File: config.mk
export PLATFORM = sky130hd
export DESIGN_NAME = fetch_unit
export DESIGN_NICKNAME = d
export VERILOG_FILES = /design/src/rtl/fetch_pkg.sv /design/src/rtl/fetch_queue.sv /design/src/rtl/fetch_unit.sv
export SDC_FILE = /design/constraint.sdc
export NUM_CORES = 1
export LEC_CHECK = 0
export ABC_CLOCK_PERIOD_IN_PS = 15300
export CAP_MARGIN = 20
export CELL_PAD_IN_SITES_DETAIL_PLACEMENT = 0
export CELL_PAD_IN_SITES_GLOBAL_PLACEMENT = 2
export CORE_AREA = 2 2 200 202
export DETAILED_ROUTE_END_ITERATION = 10
export DIE_AREA = 0 0 202 204
export PLACE_DENSITY_LB_ADDON = 0.1
export SLEW_MARGIN = 20
export SYNTH_ARGS = -nofsm -noshare
export SYNTH_HDL_FRONTEND = slang
export SYNTH_SLANG_ARGS = --single-unit
export TNS_END_PERCENT = 5
File: constraint.sdc
create_clock -name clk -period 15.3 [get_ports clk]
set_input_delay 3.06 -clock clk [delete_from_list [all_inputs] [get_ports clk]]
set_output_delay 3.06 -clock clk [all_outputs]
set_load 0.03 [all_outputs]
File: src/rtl/fetch_pkg.sv
// Shared types and constants for the instruction-fetch front end.
package fetch_pkg;

  localparam logic [31:0] NOP_INST         = 32'h0000_0013;
  localparam logic [31:0] PC_STEP          = 32'd4;
  localparam logic [31:0] DEFAULT_RESET_PC = 32'h0000_0000;

  typedef struct packed {
    logic [31:0] inst;
    logic [31:0] pc;
  } fetch_entry_t;

endpackage

File: src/rtl/fetch_queue.sv
// Synchronous FIFO of fetched {inst, pc} entries with flush; the head is held
// in a register so it keeps its last value while the queue is empty.
module fetch_queue
  import fetch_pkg::*;
#(
  parameter int          DEPTH    = 4,
  parameter logic [31:0] RESET_PC = DEFAULT_RESET_PC,
  localparam int         PTR_W    = $clog2(DEPTH),
  localparam int         CNT_W    = $clog2(DEPTH) + 1
) (
  input  logic               clk,
  input  logic               rst,
  input  logic               i_flush,
  input  logic               i_push,
  input  fetch_entry_t       i_push_data,
  input  logic               i_pop,
  output fetch_entry_t       o_head,
  output logic [CNT_W-1:0]   o_count,
  output logic               o_valid
);

  fetch_entry_t r_mem [DEPTH];

  logic [PTR_W-1:0] r_rd_ptr;
  logic [PTR_W-1:0] r_wr_ptr;
  logic [CNT_W-1:0] r_count;
  fetch_entry_t     r_head;

  logic             w_pop_ok;
  logic             w_push_ok;
  logic [PTR_W-1:0] w_rd_next;
  logic [CNT_W-1:0] w_cnt_next;
  fetch_entry_t     w_head_next;

  always_comb begin
    w_pop_ok   = i_pop && (r_count != '0);
    w_push_ok  = i_push && ((r_count != CNT_W'(DEPTH)) || w_pop_ok);
    w_rd_next  = r_rd_ptr + PTR_W'(w_pop_ok);
    w_cnt_next = r_count + CNT_W'(w_push_ok) - CNT_W'(w_pop_ok);
    w_head_next = r_head;
    // The new head is the entry being written this cycle when no older entry remains.
    if (w_cnt_next != '0) begin
      if (w_push_ok && (r_wr_ptr == w_rd_next)) begin
        w_head_next = i_push_data;
      end else begin
        w_head_next = r_mem[w_rd_next];
      end
    end
  end

  always_ff @(posedge clk) begin
    if (w_push_ok && !i_flush) begin
      r_mem[r_wr_ptr] <= i_push_data;
    end
  end

  always_ff @(posedge clk) begin
    if (rst) begin
      r_rd_ptr <= '0;
      r_wr_ptr <= '0;
      r_count  <= '0;
      r_head   <= '{inst: NOP_INST, pc: RESET_PC};
    end else if (i_flush) begin
      r_rd_ptr <= '0;
      r_wr_ptr <= '0;
      r_count  <= '0;
    end else begin
      r_rd_ptr <= w_rd_next;
      r_wr_ptr <= r_wr_ptr + PTR_W'(w_push_ok);
      r_count  <= w_cnt_next;
      r_head   <= w_head_next;
    end
  end

  assign o_head  = r_head;
  assign o_count = r_count;
  assign o_valid = (r_count != '0);

endmodule

File: src/rtl/fetch_unit.sv
// Instruction-fetch front end: owns the PC, issues one-outstanding word fetches
// and buffers returned instructions ahead of the IF/ID register.
module fetch_unit
  import fetch_pkg::*;
#(
  parameter int          DEPTH    = 4,
  parameter logic [31:0] RESET_PC = DEFAULT_RESET_PC
) (
  input  logic        clk,
  input  logic        rst,
  output logic        imem_req,
  output logic [31:0] imem_addr,
  input  logic        imem_gnt,
  input  logic        imem_rvalid,
  input  logic [31:0] imem_rdata,
  output logic        id_valid,
  input  logic        id_ready,
  output logic [31:0] id_inst,
  output logic [31:0] id_pc,
  output logic [31:0] id_pc_inc,
  input  logic        redirect,
  input  logic [31:0] redirect_pc
);

  localparam int CNT_W = $clog2(DEPTH) + 1;

  logic [31:0] r_fetch_pc;
  logic [31:0] r_tag_pc;
  logic        r_outstanding;
  logic        r_drop;

  logic [CNT_W-1:0] w_count;
  logic [CNT_W:0]   w_inflight;
  logic             w_issue;
  logic             w_accept;
  logic             w_resp;
  logic             w_push;
  logic             w_pop;
  fetch_entry_t     w_push_data;
  fetch_entry_t     w_head;

  // Queue slots already committed plus the one in flight must leave room for the next word.
  assign w_inflight = {1'b0, w_count} + (CNT_W + 1)'(r_outstanding);
  assign w_issue    = !rst && !redirect
                      && (!r_outstanding || imem_rvalid)
                      && (w_inflight < (CNT_W + 1)'(DEPTH));
  assign w_accept   = w_issue && imem_gnt;
  assign w_resp     = imem_rvalid && r_outstanding;
  assign w_push     = w_resp && !r_drop && !redirect;
  assign w_pop      = id_valid && id_ready;

  assign w_push_data = '{inst: imem_rdata, pc: r_tag_pc};

  always_ff @(posedge clk) begin
    if (rst) begin
      r_fetch_pc    <= RESET_PC;
      r_tag_pc      <= RESET_PC;
      r_outstanding <= 1'b0;
      r_drop        <= 1'b0;
    end else if (redirect) begin
      r_fetch_pc <= redirect_pc & ~32'h3;
      // A response still in flight belongs to the old path and must be thrown away.
      if (r_outstanding) begin
        if (imem_rvalid) begin
          r_outstanding <= 1'b0;
          r_drop        <= 1'b0;
        end else begin
          r_drop <= 1'b1;
        end
      end
    end else begin
      if (w_accept) begin
        r_outstanding <= 1'b1;
        r_tag_pc      <= r_fetch_pc;
        r_fetch_pc    <= r_fetch_pc + PC_STEP;
      end else if (w_resp) begin
        r_outstanding <= 1'b0;
      end
      if (w_resp) begin
        r_drop <= 1'b0;
      end
    end
  end

  fetch_queue #(
    .DEPTH    (DEPTH),
    .RESET_PC (RESET_PC)
  ) u_queue (
    .clk         (clk),
    .rst         (rst),
    .i_flush     (redirect),
    .i_push      (w_push),
    .i_push_data (w_push_data),
    .i_pop       (w_pop),
    .o_head      (w_head),
    .o_count     (w_count),
    .o_valid     (id_valid)
  );

  assign imem_req  = w_issue;
  assign imem_addr = r_fetch_pc;
  assign id_inst   = w_head.inst;
  assign id_pc     = w_head.pc;
  assign id_pc_inc = w_head.pc + PC_STEP;

endmodule

==> metrics.yaml <==
timing:
  fmax_mhz: 122.9
  worst_pin_slew_ns: 1.019
  finalSetupTns_ns: 0
  setup_viol: 0
  max-slew-margin-rel_pct: 32.08
  fin_ws_ns: 7.162
  rsz0062_at_grt: "false"
  report.final.hold_viol_count: 0
  hold_ws_ns: 0.4951
  layout_min_cycle_time_ns: 8.138
  fin_skew_ns: 0.01458
  finalCritPeriodShare_pct: 53.19
  final_max_slew_viol_count: 0
floorplanning:
  die-area_um2: 41210
  row_count: 73
  coreArea_um2: 39180
  pin_count: 200
  initial_utilization_pct: 39.57
  die_x_um: 202
  fp.dieH_um: 204
final_layout:
  fin_util_pct: 49.32
  drive_gt1_share_pct: 12.08
  area_growth_pct: 24.63
  fin_nets: 1431
  num_antenna_cells: 0
grt:
  grt_pass1_wl_mm: 59.58
  grt_max_degree: 83
  grt_pass1_vias: 9935
  grtUsageTotal_pct: 18.52
  antenna_found_initial: 0
  grt_remaining_overflow: 0
place:
  place.gp.congestion: 0.7239
  pre_cts_ws_ns: 7.181
  hpwlAfterDp_mm: 22.88
  port_buffers: 191
clock_network:
  clk_latency_ns: 0.53
  ctsResizeCount: 0
  holdBufCountCts: 0
  cts_setup_buffers: 0
  clock_sinks: 379
  clock_path_buffers: 3
  numCtsBuffers: 40
  h-tree-depth: 2
  cts_root_buf: "clkbuf_16"
  clk_pin_slew_worst_paths_ns: 0.06
  cts_tree: "yes"
logic_synthesis:
  yosysSeqAreaShare_pct: 64.94
  synth-edff-count: 248
  synthSimpleGateAreaFrac_pct: 12.60
  avgSynthCellArea_um2: 13.13
  synthCells: 1181
  syn_area_um2: 15510
  synth.mux.area_fraction_pct: 9.070
  synth_fa_ha_area_share_pct: 0.6939
  synth_top_family_by_area: "simple AND/OR/NAND/NOR gates"
  synth_compound_area_share_pct: 7.625
  ys_ff_latch: 379
  synth_xor_area_share_pct: 2.243
  synth_cell_types: 61
  synth-async-reset-ratio_pct: 0
  synth_top_flop_cell: "edfxtp_1"
  yosysWarnings: 0
power:
  swShare_pct: 21.85
  internal-power_mw: 1.799
  power_frac_clock_pct: 44.0
  peakVddDrop_v: 0.00006435
  p_sw_mw: 0.5029
  p_seq_share_pct: 48.9
  p_per_area_nw_per_um2: 119.1
  finalPower_mw: 2.302
  power_leakage_nw: 6.083
  pwr-share-comb_pct: 7.0
critical_path:
  worstSetupPathType: "in -> out"
  cp-start-kind: "input port"
  endpoint_kind: "output pin"
  arrival_ns: 5.08
  crit_fanout: 38
  required_ns: 12.24
route:
  wl_met2_mm: 17.13
  wirelength_mm: 38.30
  ant_nets: 0
  post_drt_wl_per_cell_um: 20.07
  top_layer: "met4"
  wl_met1_mm: 19.01
  route.met3.wl_mm: 1.659
  via_per_inst: 5.254
  drt_iter0_drc: 653
  num_vias: 10024
  drtPass1Iterations: 5
  drc: 0
outcome:
  outcome: "completed"
worst_hold_path:
  min_path_type: "reg -> reg"
job:
  maxCapViolCount: 0
## registers in the layout, indices dropped and copies added (netlist names)
signal	cells
imem_addr	30
r_drop	1
r_outstanding	1
r_tag_pc	30
u_queue.o_count	3
u_queue.o_head	62
u_queue.r_mem	248
u_queue.r_rd_ptr	2
u_queue.r_wr_ptr	2
## metrics by stage
step                      instances  cell area (µm²)
after global placement         1836            17930
after detailed placement       1836            17930
after global routing           1908            19330
after floorplan                1186            15520
final                          1908            19330
after CTS                      1908            19330
## worst max-delay path, stage by stage
cell and delay, ns:
clkdlybuf4s50_1 0.40, buf_4 0.27, nor2_1 0.34, nand3_1 0.13, nor2_1 0.17, clkdlybuf4s50_1 0.70
## worst paths after layout
| path | startpoint | to | slack, ns | cells after the start |
|---|---|---|---|---|
| worst max register to register | u_queue.o_count[1] | u_queue.o_head[38] | 11.85 | 12 |
| worst max-delay path | redirect | imem_req | 7.16 | 6 |
| worst min register to register | u_queue.o_head[43] | u_queue.o_head[43] | 0.50 | 2 |
| worst min-delay path | u_queue.o_head[43] | u_queue.o_head[43] | 0.50 | 2 |
## cell usage after synthesis (all sizes together), types with 10 or more instances
cell type | number | area [µm²]
and2 | 11 | 68.82
mux4 | 62 | 1396
dfxtp | 131 | 2623
a31oi | 20 | 125.1
nor2 | 85 | 319.1
xnor2 | 25 | 219.0
xor2 | 12 | 105.1
buf | 33 | 178.9
inv | 18 | 67.56
a311oi | 63 | 551.8
nand3 | 26 | 135.1
edfxtp | 248 | 7447
nand4 | 18 | 127.6
nor3 | 14 | 81.33
clkbuf | 50 | 187.7
a21oi | 44 | 220.2
nand2 | 226 | 855.8
nor4 | 10 | 83.83
## power groups by stage
stage               Combinational (mW)  Clock [mW]  Sequential (mW)
finish                           0.162        1.01             1.13
global route                     0.174        1.08             1.13
global placement                 0.163           0             1.15
detailed placement               0.163           0             1.15
floorplan                       0.0654           0             1.17
CTS                              0.164        1.04             1.13
## layout make-up
class	instances	area (µm²)
Sequential cell	379	10070
Inverter	18	67.56
Tap cell	525	656.9
Multi-Input combinational cell	706	5095
Timing Repair Buffer	208	2037
Clock inverter	15	202.7
Fill cell	3494	19860
Clock buffer	57	1197
## placed cells by master (no fill, tap or decap), types with 7 or more instances in the layout
master and instances:
a21oi_1 44, a311oi_1 63, a31oi_1 19, and2_1 10, buf_4 18, clkbuf_16 42
clkbuf_8 9, clkdlybuf4s50_1 190, dfxtp_1 131, edfxtp_1 248, inv_1 18, mux4_2 62
nand2_1 224, nand3_1 25, nand4_1 17, nor2_1 82, nor3_1 13, nor4_1 8
o311ai_0 7, or4_1 8, xnor2_1 25, xor2_1 11
## metal layers
metal  GRT usage (%)  vias up
li1                -     4802
met1           27.73     4957
met2           28.60      227
met3           2.966       38
met4           3.755        0
met5               0        -
## logic make-up (layout without fill, tap and decap cells)
group                      Yosys count  count (layout)
AOI/OAI and AO/OA                  162             162
adders and majority gates            8               8
xor gates and xnor gates            38              38
other                                1               6
DFF                                379             379
buffers and inverters              101             298
muxes                               63              63
and+or+nand+nor                    429             429
Note: power is estimated with default switching activity, not from simulation.
